[src/rtl/display_sequencer.sv]
// Display sequencer for a number-guessing game: turns the game state code into
// registered digit codes, an LED bar, and timed HI/LO hint and result-blink phases.
//
// mode      | meaning
// ----------+---------------------------------------------------------------
// M_IDLE    | all digits and LEDs dark (0000)
// M_PLAY    | play banner on digits 0..3, LED bar retained
// M_HINT_LO | "LO" hint, hold timer running, returns to M_PLAY at terminal count
// M_HINT_HI | "HI" hint, hold timer running, returns to M_PLAY at terminal count
// M_RESULT  | count/target digits blinking on/off, LED bar frozen at entry value
module display_sequencer #(
    parameter int NUM_DIGITS   = 4,
    parameter int LED_W        = 10,
    parameter int HOLD_CYCLES  = 50_000_000,
    parameter int BLINK_CYCLES = 25_000_000
) (
    input  logic                    Clock,
    input  logic                    Resetn,
    input  logic [2:0]              state,
    input  logic                    neg,
    input  logic [3:0]              rdm0,
    input  logic [3:0]              rdm1,
    input  logic [3:0]              count0,
    input  logic [3:0]              count1,
    output logic [4*NUM_DIGITS-1:0] OUT,
    output logic [LED_W-1:0]        led,
    output logic                    hint_active
);

    localparam int HOLD_W  = (HOLD_CYCLES > 1) ? $clog2(HOLD_CYCLES) : 1;
    localparam int BLINK_W = (BLINK_CYCLES > 1) ? $clog2(BLINK_CYCLES) : 1;
    localparam logic [HOLD_W-1:0]  HOLD_LOAD  = HOLD_W'(HOLD_CYCLES - 1);
    localparam logic [BLINK_W-1:0] BLINK_LOAD = BLINK_W'(BLINK_CYCLES - 1);

    typedef enum logic [2:0] {
        M_IDLE    = 3'd0,
        M_PLAY    = 3'd1,
        M_HINT_LO = 3'd2,
        M_HINT_HI = 3'd3,
        M_RESULT  = 3'd4
    } mode_t;

    mode_t                   mode_q, mode_d;
    logic [2:0]              state_q;
    logic [HOLD_W-1:0]       hold_q, hold_d;
    logic [BLINK_W-1:0]      blink_q, blink_d;
    logic                    phase_q, phase_d;
    logic [4*NUM_DIGITS-1:0] out_q, out_d;
    logic [LED_W-1:0]        led_q, led_d;
    logic                    hint_q, hint_d;
    logic                    change;
    logic [15:0]             low_d;
    logic [3:0]              blank_d;

    assign change = (state != state_q);

    always_ff @(posedge Clock) begin
        if (!Resetn) begin
            mode_q  <= M_IDLE;
            state_q <= 3'd0;
            hold_q  <= '0;
            blink_q <= '0;
            phase_q <= 1'b0;
            out_q   <= '0;
            led_q   <= '0;
            hint_q  <= 1'b0;
        end else begin
            mode_q  <= mode_d;
            state_q <= state;
            hold_q  <= hold_d;
            blink_q <= blink_d;
            phase_q <= phase_d;
            out_q   <= out_d;
            led_q   <= led_d;
            hint_q  <= hint_d;
        end
    end

    always_comb begin
        mode_d  = mode_q;
        hold_d  = hold_q;
        blink_d = blink_q;
        phase_d = phase_q;
        led_d   = led_q;

        // Codes 5..7 fall through to the timer branch so holds and blinks keep running.
        if (change && (state <= 3'd4)) begin
            case (state)
                3'd0: mode_d = M_IDLE;
                3'd1: mode_d = M_PLAY;
                3'd2: begin
                    mode_d = M_HINT_LO;
                    hold_d = HOLD_LOAD;
                end
                3'd3: begin
                    mode_d = M_HINT_HI;
                    hold_d = HOLD_LOAD;
                end
                default: begin
                    mode_d       = M_RESULT;
                    blink_d      = BLINK_LOAD;
                    phase_d      = 1'b1;
                    led_d        = '0;
                    led_d[9:0]   = {neg, 1'b0, rdm1, rdm0};
                end
            endcase
        end else begin
            case (mode_q)
                M_HINT_LO, M_HINT_HI: begin
                    if (hold_q == '0) mode_d = M_PLAY;
                    else              hold_d = hold_q - HOLD_W'(1);
                end
                M_RESULT: begin
                    if (blink_q == '0) begin
                        phase_d = ~phase_q;
                        blink_d = BLINK_LOAD;
                    end else begin
                        blink_d = blink_q - BLINK_W'(1);
                    end
                end
                default: ;
            endcase
        end

        if (mode_d == M_IDLE) led_d = '0;
        hint_d = (mode_d == M_HINT_LO) || (mode_d == M_HINT_HI);
    end

    always_comb begin
        blank_d = (mode_d == M_IDLE) ? 4'h0 : 4'hF;
        case (mode_d)
            M_PLAY:    low_d = 16'hABCD;
            M_HINT_LO: low_d = 16'hFB0F;
            M_HINT_HI: low_d = 16'hFE1F;
            M_RESULT:  low_d = phase_d ? {rdm1, rdm0, count1, count0} : 16'hFFFF;
            default:   low_d = 16'h0000;
        endcase
        out_d = '0;
        for (int i = 4; i < NUM_DIGITS; i++) out_d[4*i +: 4] = blank_d;
        out_d[15:0] = low_d;
    end

    assign OUT         = out_q;
    assign led         = led_q;
    assign hint_active = hint_q;

endmodule

[config.mk]
export PLATFORM = sky130hd
export DESIGN_NAME = display_sequencer
export DESIGN_NICKNAME = d
export VERILOG_FILES = /design/src/rtl/display_sequencer.sv
export SDC_FILE = /design/constraint.sdc
export NUM_CORES = 1
export LEC_CHECK = 0
export BUFFER_PORTS_ARGS = -buffer_cell sky130_fd_sc_hd__buf_2
export CORE_MARGIN = 5
export CORE_UTILIZATION = 63
export CTS_CLUSTER_SIZE = 30
export DETAILED_ROUTE_END_ITERATION = 16
export PLACE_DENSITY = 0.85
export SLEW_MARGIN = 20
export SYNTH_ARGS = -nofsm -noshare
export SYNTH_HDL_FRONTEND = slang
export SYNTH_SLANG_ARGS = --single-unit
[constraint.sdc]
create_clock -name Clock -period 6.6 [get_ports Clock]
set_clock_uncertainty 0.15 [all_clocks]
set_input_delay 0.66 -clock Clock [delete_from_list [all_inputs] [get_ports Clock]]
set_output_delay 0.66 -clock Clock [all_outputs]
set_load 0.005 [all_outputs]
==> results_dict.tcl, run 1 <==
set metrics [dict create \
    status "finished, final reports clean" \
    antenna_found_initial 0 \
    slew_headroom_pct 21.6 \
    final_common_cell "dfxtp_1" \
    fin_util_pct 71.7 \
    hp-class "register to register" \
    ys_ff_latch 84 \
    use_met1_pct 32.4 \
    critPathKind "register to register" \
    cts_max_path_buffers 2 \
    ys_seq_area_share_pct 40.1 \
    cts_setup_buffers 0 \
    final_cell_mix "dfxtp_1, buf_2, a21oi_1" \
    hold_start "blink_q[14]" \
    critPathLaunch "blink_q[0]" \
    track_usage_pct 24.0 \
    r2r-start "blink_q[0]" \
    cts_buffers 9 \
    slew_violations 0 \
    synth_top_family_by_area "compound AO/OA/AOI/OAI gates" \
    routed_via_density 6.44 \
    grt_pass1_vias 3531 \
    critPathMaxFanout 12 \
    clock-sinks 84 \
    holdWs_ns 0.345 \
    p_leak_nw 1.85 \
    io_pins 49 \
    cts-root-buf "clkbuf_8" \
    placeableCoreArea_sq_um 6420 \
    ant_nets 0 \
    final-setup-viol-count 0 \
    syn_area_sq_um 4200 \
    postSynthNetCount 503 \
    synth_warnings 0 \
    worst_ep_arrival_time_ns 3.46 \
    place_area_sq_um 4380 \
    synth_xor_area_share_pct 3.97 \
    drive_gt1_share_pct 18.2 \
    fmax_ghz 0.302 \
    cp.required_ns 6.74 \
    die_area_sq_um 8390 \
    clk_latency_ns 0.36 \
    path_clk_slew_ns 0.09 \
    htree_levels 3 \
    ys.flop_type "dfxtp_1" \
    synth_compound_area_share_pct 24.2 \
    crit_path_end_kind "register" \
    worst_pin_slew_ns 1.17 \
    drc 0 \
    start_kind "register" \
    post_cts_resized 0 \
    grt_overflow 0 \
    period_minus_slack_ns 3.31 \
    yosys.area_share.simple_pct 23.7 \
    final.setup.tns_ns 0 \
    yosys-mux-area-fraction_pct 2.15 \
    fp-row-count 29 \
    vdd_drop_max_v 0.000213 \
    num_vias 3791 \
    busiest_layer "met2" \
    syn_area_per_cell_sq_um 8.76 \
    wl_um 10100 \
    gr-usage-met2_pct 37.9 \
    grt_max_degree 48 \
    routedWlPerCell_um 17.2 \
    nets 531 \
    cts_tree "yes" \
    synthCells 479 \
    antenna_cells 0 \
    die_x_um 91.6 \
    port-buffer-count 47 \
    synth_edf_count 0 \
    area_growth_pct 9.78 \
    power_density_nw_per_um2 275 \
    grt_setup_unrepaired "false" \
    synthAdderAreaFrac_pct 0.596 \
    final_hold_viol_count 0 \
    drtPass1Iterations 6 \
    gp_congestion 0.849 \
    grt_pass1_wl_um 16700 \
    period_share_pct 50.2 \
    met3_usage_pct 5.70 \
    die_y_um 91.6 \
    cts_hold_buf 0 \
    p_total_mw 1.27 \
    async_flop_share_pct 0 \
    fin_area_sq_um 4610 \
    start_util_pct 65.3 \
    maxCapViolCount 0 \
    first_iter_violations 292 \
    dp_hpwl_um 6760 \
    ys_types 73 \
]
==> Yosys cell counts (4+ instances only) <==
cell type   n  share of area (%)
a211oi_1   10                1.8
a21oi_1    45                5.4
a311oi_1    8                1.7
a31oi_1     8                1.2
and2_1      8                1.2
and3_1      6               0.89
buf_2      10                1.2
buf_4       5               0.89
clkbuf_1   15                1.3
dfxtp_1    84                 40
inv_1      15                1.3
mux2i_1     9                2.1
nand2_1    21                1.9
nand2b_1    5               0.75
nand3_1    24                2.9
nand4_1     7                1.0
nor2_1     36                3.2
nor3_1     17                2.0
nor3b_1     4               0.72
nor4_1     12                1.8
o211ai_1    4               0.72
o21a_1      4               0.72
o21ai_0    15                1.8
o311ai_0    4               0.83
or3_1      11                1.6
or4_1       5               0.89
xor2_1     18                3.8
==> critical path: stages (launching register included) <==
cell and delay (ns):
dfxtp_1 0.35, inv_1 0.06, ha_1 0.19, or3b_2 0.52
nor2_1 0.50, nand4_1 0.15, a21oi_1 0.93, nor3_1 0.18
a21oi_1 0.19
==> per-layer routing <==
layer	vias to the layer above	wire, um
met2	141	4720
met3	13	675
met1	1786	4610
li1	1851	-
met4	0	114
met5	-	0
==> logic make-up (layout without fill, tap and decap cells) <==
logic type	after synthesis	count (layout)
muxes	9	9
and+or+nand+nor	177	177
xor gates and xnor gates	19	19
buffers and inverters	47	80
DFF	84	84
AOI/OAI and AO/OA	140	140
other	1	1
adders and majority gates	2	2
==> where the power goes <==
group          switching [mW]  internal, mW  total (mW)
clock network           0.210         0.220       0.430
logic                   0.168        0.0990       0.267
registers              0.0299         0.540       0.570
==> path summary, 6_finish.rpt <==
| path | endpoint | slack [ns] | cells after the start |
|---|---|---|---|
| worst max-delay path | OUT[1] | 3.29 | 8 |
| worst min-delay path | blink_q[14] | 0.35 | 2 |
| worst max register to register | OUT[1] | 3.29 | 8 |
| worst min register to register | blink_q[14] | 0.35 | 2 |
==> area by class of cell <==
cell class	count	area [sq um]
fillers	476	1820
clock buffers	9	124
inverters	15	56.3
flip-flops and latches	84	1680
repair buffers	49	250
clock inverters	7	104
multi-input cells	348	2290
well taps	77	96.3
==> flip-flops by register name (all words and copies together) (netlist names) <==
signal / flops
mode_q: 3
hold_q: 26
blink_q: 25
hint_active: 1
OUT: 16
led: 9
phase_q: 1
state_q: 3
==> per-stage QoR <==
stage	setup slack, ns	std cells
2_1_floorplan	3.87	479
6_report	3.29	589
5_1_grt	3.13	589
3_5_place_dp	3.15	573
3_3_place_gp	3.27	573
4_1_cts	3.36	589
No activity file was read; power rests on OpenSTA's default activity.
==> run 2: changes to the inputs <==
--- a/config.mk
+++ b/config.mk
@@ -7,10 +7,10 @@
 export LEC_CHECK = 0
 export BUFFER_PORTS_ARGS = -buffer_cell sky130_fd_sc_hd__buf_2
 export CORE_MARGIN = 5
-export CORE_UTILIZATION = 63
+export CORE_UTILIZATION = 58
 export CTS_CLUSTER_SIZE = 30
 export DETAILED_ROUTE_END_ITERATION = 16
-export PLACE_DENSITY = 0.85
+export PLACE_DENSITY = 0.79
 export SLEW_MARGIN = 20
 export SYNTH_ARGS = -nofsm -noshare
 export SYNTH_HDL_FRONTEND = slang
==> constraint.sdc (replaced) <==
create_clock -name Clock -period 3.2 [get_ports Clock]
set_clock_uncertainty 0.15 [all_clocks]
set_input_delay 0.32 -clock Clock [delete_from_list [all_inputs] [get_ports Clock]]
set_output_delay 0.32 -clock Clock [all_outputs]
set_load 0.005 [all_outputs]
==> run 2 against run 1 <==
Die area grew 7.7%; critical path depth stayed put; sequential share of layout area decreased by 0.51 points; combinational power grew 110%; via count is 1.4% higher; sequential power up 110%; cell area is 1.4% higher; sequential cell count unchanged; final cell count increased by 5.4%; worst hold slack lost 0.31 ns; first-iteration DRC count decreased by 28%; setup slack lost 3.0 ns.
==> results_dict.tcl, run 2 (same netlist as run 1, synthesis figures left out) <==
set metrics [dict create \
    use_met1_pct 32.3 \
    drtPass1Iterations 5 \
    combinationalPowerShare_pct 22.8 \
    cts_buffers 9 \
    fin_area_sq_um 4670 \
    gr-usage-met2_pct 36.6 \
    wl_um 10200 \
    die_y_um 95.1 \
    top_register "hold_q" \
    power_density_nw_per_um2 533 \
    period_minus_slack_ns 2.94 \
    placeableCoreArea_sq_um 7140 \
    critPathMaxFanout 12 \
    grt_setup_unrepaired "false" \
    clock-sinks 84 \
    grt_max_degree 39 \
    cp.required_ns 3.34 \
    drc 0 \
    htree_levels 3 \
    largest_reg_flops 26 \
    worst_ep_arrival_time_ns 3.08 \
    first_iter_violations 211 \
    io_pins 49 \
    busiest_layer "met2" \
    place_area_sq_um 4480 \
    port-buffer-count 47 \
    cts_setup_buffers 0 \
    final_common_cell "dfxtp_1" \
    post_cts_resized 0 \
    clk_latency_ns 0.36 \
    fp-row-count 31 \
    die_area_sq_um 9030 \
    drive_gt1_share_pct 19.9 \
    period_share_pct 91.8 \
    cts_tree "yes" \
    fmax_ghz 0.340 \
    internal_power_mw 1.64 \
    antenna_cells 0 \
    track_usage_pct 23.5 \
    routedWlPerCell_um 16.4 \
    p_leak_nw 1.87 \
    start_kind "register" \
    met3_usage_pct 4.03 \
    critPathKind "register to register" \
    crit_path_end_kind "register" \
    path_clk_slew_ns 0.10 \
    ant_nets 0 \
    num_vias 3845 \
    cts_hold_buf 0 \
    p_clk_share_pct 30.0 \
    nFillCells 605 \
    slew_violations 0 \
    grt_pass1_wl_um 16900 \
    gp_congestion 0.866 \
    slew_headroom_pct 34.1 \
    routed_via_density 6.19 \
    final_cell_mix "dfxtp_1, buf_2, a21oi_1" \
    seqPwrFrac_pct 47.2 \
    final_hold_viol_count 0 \
    start_util_pct 58.8 \
    status "finished, final reports clean" \
    worst_pin_slew_ns 0.989 \
    cts_max_path_buffers 2 \
    die_x_um 95.1 \
    vdd_drop_max_v 0.000318 \
    final-setup-viol-count 0 \
    p_switching_mw 0.853 \
    hp-class "input port to register" \
    area_growth_pct 11.3 \
    nets 541 \
    antenna_found_initial 0 \
    sw_frac_of_total_pct 34.3 \
    final.setup.tns_ns 0 \
    grt_overflow 0 \
    maxCapViolCount 0 \
    dp_hpwl_um 7070 \
    grt_pass1_vias 3611 \
    cts-root-buf "clkbuf_8" \
]
## run 2: cell count changes in the layout (fill, tap and decap cells not counted)
cell	before	now
clkinvlp_4	0	2
bufinv_16	2	0
inv_2	0	1
inv_1	15	14
inv_6	5	2
inv_8	0	3
buf_4	2	12
## run 2: per-layer routing
layer  vias up  share of wire (%)
met5         -                  0
met4         0                1.6
met3        17                5.2
met2       151                 47
met1      1814                 46
li1       1863                  -
## run 2: final cells by class
class	instances	area [sq um]	share of cell area, %
Inverter	15	56.3	1.21
Clock buffer	9	124	2.65
Clock inverter	7	66.3	1.42
Multi-Input combinational cell	348	2290	49.1
Tap cell	99	124	2.65
Timing Repair Buffer	59	325	6.96
Sequential cell	84	1680	36.0
## run 2: final timing paths
| kind | start | to | slack [ns] | depth (start not counted) |
|---|---|---|---|---|
| setup / recovery | blink_q[1] | OUT[12] | 0.26 | 8 |
| hold / removal | neg | led[9] | 0.04 | 3 |
| setup reg to reg | blink_q[1] | OUT[12] | 0.26 | 8 |
| hold reg to reg | blink_q[23] | blink_q[23] | 0.34 | 2 |
## run 2: critical path: stages (launching register included)
cell	delay [ns]
dfxtp_1	0.32
inv_1	0.08
ha_1	0.20
or3b_2	0.51
nor2_1	0.28
nand4_1	0.14
a21oi_1	0.80
nor3_1	0.17
a21oi_1	0.19
## run 2: power groups by stage
| stage | clock [mW] | combinational [mW] | sequential (mW) |
|---|---|---|---|
| floorplan | 0 | 0.424 | 1.18 |
| global placement | 0 | 0.542 | 1.19 |
| detailed placement | 0 | 0.558 | 1.20 |
| CTS | 0.753 | 0.561 | 1.17 |
| global route | 0.801 | 0.628 | 1.18 |
| finish | 0.746 | 0.568 | 1.17 |
## run 2: per-stage QoR
stage          instances  setup slack [ns]  util (%)  hold WS, ns  power, mW
3_5_place_dp         605             0.276      62.8        0.326       1.75
5_1_grt              621            0.0685      65.4       0.0641       2.61
2_1_floorplan        479             0.757         -        0.301       1.61
6_report             621             0.261      65.4       0.0371       2.49
3_3_place_gp         605             0.350      62.8        0.315       1.73
4_1_cts              621             0.245      65.4       0.0299       2.49
==> run 3: changes to the inputs <==
--- a/config.mk
+++ b/config.mk
@@ -6,8 +6,10 @@
 export NUM_CORES = 1
 export LEC_CHECK = 0
 export BUFFER_PORTS_ARGS = -buffer_cell sky130_fd_sc_hd__buf_2
+export CELL_PAD_IN_SITES_DETAIL_PLACEMENT = 1
+export CELL_PAD_IN_SITES_GLOBAL_PLACEMENT = 1
 export CORE_MARGIN = 5
-export CORE_UTILIZATION = 58
+export CORE_UTILIZATION = 44
 export CTS_CLUSTER_SIZE = 30
 export DETAILED_ROUTE_END_ITERATION = 16
 export PLACE_DENSITY = 0.79
==> run 3 against run 2 <==
Setup slack better by 0.18 ns; sequential share of layout area shrank 0.38 points; clock-buffer cell count stayed put; clock power decreased by 0.5%; fmax up 6.7%; critical path depth is 2 lower; first-iteration DRC count is 4.3% higher; worst hold slack got worse by 0.0075 ns; routed wire length is 12% higher.
==> results_dict.tcl, run 3 (same netlist as run 1, synthesis figures left out) <==
set metrics [dict create \
    internal_power_mw 1.64 \
    grt_pass1_wl_um 19400 \
    first_iter_violations 220 \
    routed_via_density 5.83 \
    top_register "hold_q" \
    htree_levels 3 \
    grt_pass1_vias 3938 \
    antenna_found_initial 0 \
    rrSetupSlack_ns 0.45 \
    p_clk_share_pct 29.7 \
    slew_violations 0 \
    critPathMaxFanout 10 \
    rr_endpoint "OUT[14]" \
    crit_path_end_kind "register" \
    nets 543 \
    clock-sinks 84 \
    wl_um 11400 \
    track_usage_pct 20.5 \
    cts-root-buf "clkbuf_8" \
    critPathKind "register to register" \
    place_area_sq_um 4530 \
    sw_frac_of_total_pct 34.4 \
    busiest_layer "met2" \
    crit_end "OUT[14]" \
    critPathLaunch "hold_q[3]" \
    grt_setup_unrepaired "false" \
    period_minus_slack_ns 2.75 \
    final_cell_mix "dfxtp_1, buf_2, a21oi_1" \
    cts_hold_buf 0 \
    r2r-start "hold_q[3]" \
    dp_slack_ns 0.499 \
    r2r_cells 6 \
    seqPwrFrac_pct 47.1 \
    gp_congestion 0.798 \
    ant_nets 0 \
    start_util_pct 45.2 \
    io_pins 49 \
    fmax_ghz 0.363 \
    status "finished, final reports clean" \
    cts_tree "yes" \
    start_kind "register" \
    final_common_cell "dfxtp_1" \
    p_switching_mw 0.859 \
    power_density_nw_per_um2 529 \
    placeableCoreArea_sq_um 9280 \
    final.setup.tns_ns 0 \
    final-setup-viol-count 0 \
    fin_area_sq_um 4720 \
    dp_hpwl_um 8120 \
    combinationalPowerShare_pct 23.2 \
    use_met1_pct 25.8 \
    period_share_pct 86.1 \
    path_clk_slew_ns 0.10 \
    cts_max_path_buffers 2 \
    cts_setup_buffers 0 \
    final.setup.worst_slack_ns 0.446 \
    slew_headroom_pct 54.3 \
    worst_ep_arrival_time_ns 2.83 \
    cts_buffers 9 \
    gr-usage-met2_pct 35.5 \
    drc 0 \
    largest_reg_flops 26 \
    routedWlPerCell_um 17.4 \
    area_growth_pct 12.5 \
    die_x_um 108 \
    met3_usage_pct 3.12 \
    clk_latency_ns 0.37 \
    drive_gt1_share_pct 20.0 \
    port-buffer-count 47 \
    drtPass1Iterations 4 \
    cp.required_ns 3.27 \
    fp-row-count 35 \
    grt_overflow 0 \
    worst_pin_slew_ns 0.679 \
    die_area_sq_um 11600 \
    grt_max_degree 41 \
    vdd_drop_max_v 0.000203 \
    maxCapViolCount 0 \
    nFillCells 1158 \
    die_y_um 108 \
    post_cts_resized 0 \
    num_vias 3804 \
    antenna_cells 0 \
    hp-class "input port to register" \
    p_leak_nw 1.88 \
    final_hold_viol_count 0 \
]
run 3: cell type report:
| class | instances | area, sq um | share of cell area, % |
|---|---|---|---|
| clock inverter | 7 | 63.8 | 1.35 |
| inverter | 15 | 56.3 | 1.19 |
| timing repair buffer | 61 | 340 | 7.21 |
| sequential | 84 | 1680 | 35.6 |
| tap | 129 | 161 | 3.42 |
| clock buffer | 9 | 124 | 2.62 |
| multi-input combinational | 348 | 2290 | 48.6 |
run 3: worst min-delay path by stage:
| stage | from | end | slack, ns | cells after the start |
|---|---|---|---|---|
| after floorplan | blink_q[23] | blink_q[23] | 0.30 | 2 |
| after global placement | blink_q[23] | blink_q[23] | 0.32 | 2 |
| after detailed placement | blink_q[14] | blink_q[14] | 0.33 | 2 |
| after CTS | count1[1] | OUT[5] | 0.02 | 3 |
| after global routing | count0[1] | OUT[1] | 0.05 | 3 |
| final | count1[1] | OUT[5] | 0.03 | 3 |
run 3: routing by layer:
metal	part of all wire, %	vias up
met5	0	-
li1	-	1871
met1	46	1874
met3	2.1	18
met4	1.9	0
met2	50	41
run 3: worst max-delay path: stages, from the launching register on:
cell and delay (ns):
dfxtp_1 0.38, or4_1 0.67, nor4_1 0.39, and3_1 0.31, nor3_4 0.10, nor3_1 0.49
a21oi_1 0.14
run 3: stage by stage:
| stage | util (%) | total power [mW] | std cells | hold slack [ns] |
|---|---|---|---|---|
| 4_1_cts | 50.8 | 2.52 | 653 | 0.0178 |
| 3_3_place_gp | 48.8 | 1.75 | 637 | 0.318 |
| 3_5_place_dp | 48.8 | 1.77 | 637 | 0.328 |
| 5_1_grt | 50.8 | 2.64 | 653 | 0.0461 |
| 2_1_floorplan | - | 1.61 | 479 | 0.301 |
| 6_report | 50.8 | 2.50 | 653 | 0.0296 |
run 3: power by group through the flow:
stage / clock network, mW / registers, mW / logic (mW)
2_1_floorplan: 0 / 1.18 / 0.424
3_5_place_dp: 0 / 1.20 / 0.574
4_1_cts: 0.764 / 1.18 / 0.579
6_report: 0.742 / 1.18 / 0.578
5_1_grt: 0.806 / 1.19 / 0.645
3_3_place_gp: 0 / 1.19 / 0.556
